===== src/rtl/if_fetch_ctrl.sv =====
// Instruction-fetch controller: owns the PC and assembles each 32-bit instruction from
// four granted byte reads on a shared 8-bit port, with stall hold and branch redirect.
module if_fetch_ctrl #(
    parameter int                    ADDR_WIDTH = 32,
    parameter logic [ADDR_WIDTH-1:0] RESET_PC   = '0
) (
    input  logic                  clock,
    input  logic                  reset,
    input  logic                  stall_i,
    input  logic                  br,
    input  logic [ADDR_WIDTH-1:0] br_addr,
    input  logic                  mem_grant,
    input  logic [7:0]            mem_din,
    output logic                  mem_req,
    output logic [ADDR_WIDTH-1:0] mem_addr,
    output logic                  inst_valid,
    output logic [31:0]           inst_o,
    output logic [ADDR_WIDTH-1:0] pc_o
);

    typedef enum logic [2:0] {IDLE, REQ0, REQ1, REQ2, REQ3, LAST, VALID} state_t;

    state_t                  state_reg, state_next;
    logic [ADDR_WIDTH-1:0]   pc_reg, pc_next;
    logic                    granted_reg, granted_next;
    logic [1:0]              byte_sel;
    logic [2:0]              capture_en;
    logic [23:0]             inst_buf;
    logic                    redirect;

    assign redirect = br && (state_reg != IDLE);

    always_comb begin
        state_next   = state_reg;
        pc_next      = pc_reg;
        granted_next = 1'b0;
        mem_req      = 1'b0;
        mem_addr     = '0;
        byte_sel     = 2'd0;
        capture_en   = 3'b000;
        case (state_reg)
            IDLE: state_next = REQ0;
            REQ0: begin
                mem_req      = 1'b1;
                byte_sel     = 2'd0;
                granted_next = mem_grant;
                if (mem_grant) state_next = REQ1;
            end
            REQ1: begin
                mem_req       = 1'b1;
                byte_sel      = 2'd1;
                granted_next  = mem_grant;
                capture_en[0] = granted_reg;
                if (mem_grant) state_next = REQ2;
            end
            REQ2: begin
                mem_req       = 1'b1;
                byte_sel      = 2'd2;
                granted_next  = mem_grant;
                capture_en[1] = granted_reg;
                if (mem_grant) state_next = REQ3;
            end
            REQ3: begin
                mem_req       = 1'b1;
                byte_sel      = 2'd3;
                granted_next  = mem_grant;
                capture_en[2] = granted_reg;
                if (mem_grant) state_next = LAST;
            end
            LAST: state_next = VALID;
            VALID: begin
                if (!stall_i) begin
                    pc_next    = pc_reg + ADDR_WIDTH'(4);
                    state_next = REQ0;
                end
            end
            default: state_next = IDLE;
        endcase
        if (mem_req) begin
            mem_addr = pc_reg + {{(ADDR_WIDTH-2){1'b0}}, byte_sel};
        end
        // A redirect beats stall and grant; whatever byte arrives next is dropped.
        if (redirect) begin
            state_next   = REQ0;
            pc_next      = {br_addr[ADDR_WIDTH-1:2], 2'b00};
            granted_next = 1'b0;
            capture_en   = 3'b000;
        end
    end

    always_ff @(posedge clock or negedge reset) begin
        if (!reset) state_reg <= IDLE;
        else        state_reg <= state_next;
    end

    always_ff @(posedge clock or negedge reset) begin
        if (!reset) begin
            pc_reg      <= RESET_PC;
            granted_reg <= 1'b0;
        end else begin
            pc_reg      <= pc_next;
            granted_reg <= granted_next;
        end
    end

    // Bytes 0..2 land in their lanes one cycle after their grant; byte 3 goes straight out in LAST.
    generate
        for (genvar gi = 0; gi < 3; gi++) begin : byte_lane
            logic [7:0] lane_reg;
            always_ff @(posedge clock or negedge reset) begin
                if (!reset)             lane_reg <= 8'h00;
                else if (capture_en[gi]) lane_reg <= mem_din;
            end
            assign inst_buf[gi*8 +: 8] = lane_reg;
        end
    endgenerate

    always_ff @(posedge clock or negedge reset) begin
        if (!reset) begin
            inst_o     <= 32'h0;
            pc_o       <= '0;
            inst_valid <= 1'b0;
        end else if (redirect) begin
            inst_valid <= 1'b0;
        end else if (state_reg == LAST) begin
            inst_o     <= {mem_din, inst_buf};
            pc_o       <= pc_reg;
            inst_valid <= 1'b1;
        end else if (state_reg == VALID && !stall_i) begin
            inst_valid <= 1'b0;
        end
    end

endmodule


===== config.mk =====
export PLATFORM = sky130hd
export DESIGN_NAME = if_fetch_ctrl
export DESIGN_NICKNAME = d
export VERILOG_FILES = /design/src/rtl/if_fetch_ctrl.sv
export SDC_FILE = /design/constraint.sdc
export NUM_CORES = 1
export LEC_CHECK = 0
export BUFFER_PORTS_ARGS = -buffer_cell sky130_fd_sc_hd__buf_2
export CAP_MARGIN = 20
export CORE_MARGIN = 2
export CORE_UTILIZATION = 53
export DETAILED_ROUTE_END_ITERATION = 6
export PLACE_DENSITY = 0.79
export SYNTH_ARGS = -nofsm -noshare
export SYNTH_HDL_FRONTEND = slang
export SYNTH_SLANG_ARGS = --single-unit

===== constraint.sdc =====
create_clock -name clock -period 2.75 [get_ports clock]
set_input_delay 0.1375 -clock clock [delete_from_list [all_inputs] [get_ports clock]]
set_output_delay 0.1375 -clock clock [all_outputs]
set_load 0.02 [all_outputs]

==> metrics.csv <==
metric,value,unit
TritonCTS clock tree,built,
beginning of the worst hold path,stall_i,
status,completed,
CTS sink cnt,121,
die area,0.0116,sq mm
final worst-path cycle share,87.3,%
FP Rows,37,
"Cell Chain, Critical Path",nor2_1 > xor2_1 > inv_1 > and2_1 > buf_2,
Total Routed Length,14.5,mm
"Arr. time, crit path",2.26,ns
reg2reg setup slack,0.49,ns
I/O Buffers,138,
largest net degree at the start of global routing,92,
transition time at the pin with the least slew margin,0.706,ns
first-pass GRT wire length,23.2,mm
global-route usage over all layers,25.9,%
unrepaired setup endpoints after global routing,no,
CP Max Fanout,15,
Filler cells,727,
YS warnings,0,
CTS H-Tree Depth,4,
vias,4648,
Longest Clk Path Bufs,2,
Startpoint Class,flop,
Peak supply drop,601,uV
Rel. slew slack,52.9,%
vias per inst,5.61,
initial cell density of the core,54.9,%
final hold slack,0.0894,ns
Setup crit end kind,primary output,
diodes inserted,0,
"commonest cells after routing, fill and taps aside","137 x buf_2, 121 x dfrtp_1, 86 x mux2_2",
Crit path depth,5,
Critical path origin,state_reg[0]$_DFFE_PN0P_,
min cycle time layout,2.40,ns
post-placement setup slack,0.536,ns
Detail Route Antenna Nets,0,
1st-iter DRT viols,323,
CP Buf/Inv Count,2,
setup tns final,0,ns
Post-synth ARST share,100,%
HPWL after DPL,9.49,mm
Residual DRC,0,
Worst setup endpoint,mem_addr[29],
Num CTS Buffers,17,
initial antenna violation count,0,
Area Overhead vs Synth,31.8,%
routed len/inst,17.5,microns
post-synthesis sequential area ratio,53.1,%
postcts setup bufs,0,
"EDFF count, synth",0,
synthesized area per cell,11.3,sq um
family with the most delay on the worst path,buffers and inverters,
synthesized area,0.00570,sq mm
I/O Pins,143,
"slowest stage cell, crit path",dfrtp_1,
Max-cap violations,0,
reg2reg start,state_reg[2]$_DFFE_PN0P_,
Post-Syn Instances,505,
Overflow after GRT,0,
Pre-antenna DRT Iters,6,
Fin. Hold Viols,0,
worst min-delay path class,input port to flop,
FMAX,417,MHz
number of flip-flops in the largest register,32,
Die Y-Extent,108,microns
final worst slack,0.349,ns
Final Skew,0.00612,ns
Core ar.,0.0104,sq mm
clock slew at reported path FFs,0.06,ns
# nets final,727,
CP max stage delay,0.60,ns
Yosys reg bits,121,
worst r2r dst,pc_reg[15]$_DFFE_PN0P_,
Cell variety after synth,46,
Static Leak,3.61,nW
"commonest non-fill, non-tap cell in the layout",buf_2,
Post-CTS Hold Fix Bufs,41,
CTS Root Cell,clkbuf_8,
Final Max Tran Viols,0,
Setup Viol. Count Final,0,
Die X-Extent,108,microns
crit path kind,flop to primary output,
gp weighted congestion,0.903,
clk_lat worst skew,0.52,ns
ratio of cells with drive above 1 in the final layout,39.2,%
ys flop type,dfrtp_1,
number of global-route vias before repair,4690,
pwr dens,834,mW/mm^2
CP Data Required Time,2.61,ns
cts repair resizes,0,
R2R cell count,5,
## cell usage after synthesis, types with 4 or more instances
cell | count | area (sq um)
buf_1 | 5 | 18.8
dfrtp_1 | 121 | 3030
xnor2_1 | 10 | 87.6
nand4_1 | 15 | 93.8
inv_1 | 5 | 18.8
nor2_1 | 31 | 116
nand2b_1 | 7 | 43.8
mux2_2 | 86 | 968
and2_1 | 15 | 93.8
clkbuf_1 | 18 | 67.6
nand3_1 | 17 | 85.1
buf_2 | 9 | 45.0
nand2_1 | 45 | 169
nor3_1 | 8 | 40.0
xor2_1 | 28 | 245
o21ai_0 | 25 | 125
a21oi_1 | 11 | 55.1
nor3b_1 | 4 | 30.0
## worst reg2reg max path, delay by kind of cell, from the launching register on
family / cells / cell delay [ns]
AO/OA/AOI/OAI: 2 / 0.37
flip-flops: 1 / 0.64
AND/OR/NAND/NOR: 3 / 1.10
## worst min-delay path by stage
stage / end / slack [ns] / depth (start not counted)
4_1_cts: pc_reg[25]$_DFFE_PN0P_ / 0.07 / 4
3_3_place_gp: pc_o[8]$_DFFE_PN0P_ / 0.09 / 1
6_report: pc_reg[25]$_DFFE_PN0P_ / 0.09 / 4
2_1_floorplan: byte_lane[0].lane_reg[0]$_DFFE_PN0P_ / -0.16 / 0
3_5_place_dp: pc_reg[9]$_DFFE_PN0P_ / 0.09 / 1
5_1_grt: pc_reg[25]$_DFFE_PN0P_ / 0.10 / 4
## kinds of logic after synthesis
family / share of synthesized area (%)
other: 0.0658
flip-flops: 53.1
adder cells (fa/ha/maj): 0.439
AND/OR/NAND/NOR: 14.8
multiplexers: 17.2
AO/OA/AOI/OAI: 5.60
XOR/XNOR: 5.84
buffers and inverters: 2.90
## metrics by stage
| stage | power [mW] | util (%) | instances | area, sq um |
|---|---|---|---|---|
| floorplan | 3.48 | - | 507 | 5710 |
| global placement | 4.04 | 62.9 | 756 | 6520 |
| detailed placement | 4.10 | 62.9 | 756 | 6520 |
| CTS | 6.30 | 72.4 | 829 | 7510 |
| global route | 6.56 | 72.4 | 829 | 7510 |
| finish | 6.27 | 72.4 | 829 | 7510 |
## area by class of cell
| cell class | count | area [sq um] | share of cell area [%] |
|---|---|---|---|
| flip-flops and latches | 121 | 3030 | 40.3 |
| multi-input cells | 347 | 2520 | 33.5 |
| repair buffers | 188 | 1200 | 15.9 |
| clock buffers | 21 | 469 | 6.25 |
| well taps | 136 | 170 | 2.27 |
| clock inverters | 11 | 110 | 1.47 |
| inverters | 5 | 18.8 | 0.250 |
## report_power, final
part           switching, mW  internal, mW
Clock                  0.829          1.31
Sequential             0.312          2.19
Combinational          0.945         0.685
## metal layers
layer	up-vias	part of all wire (%)	global-route usage, %
li1	2113	-	-
met1	2268	40	31.9
met2	227	49	42.3
met3	40	8.4	7.63
met4	0	2.7	11.4
met5	-	0	0
No activity file was read; power rests on OpenSTA's default activity.
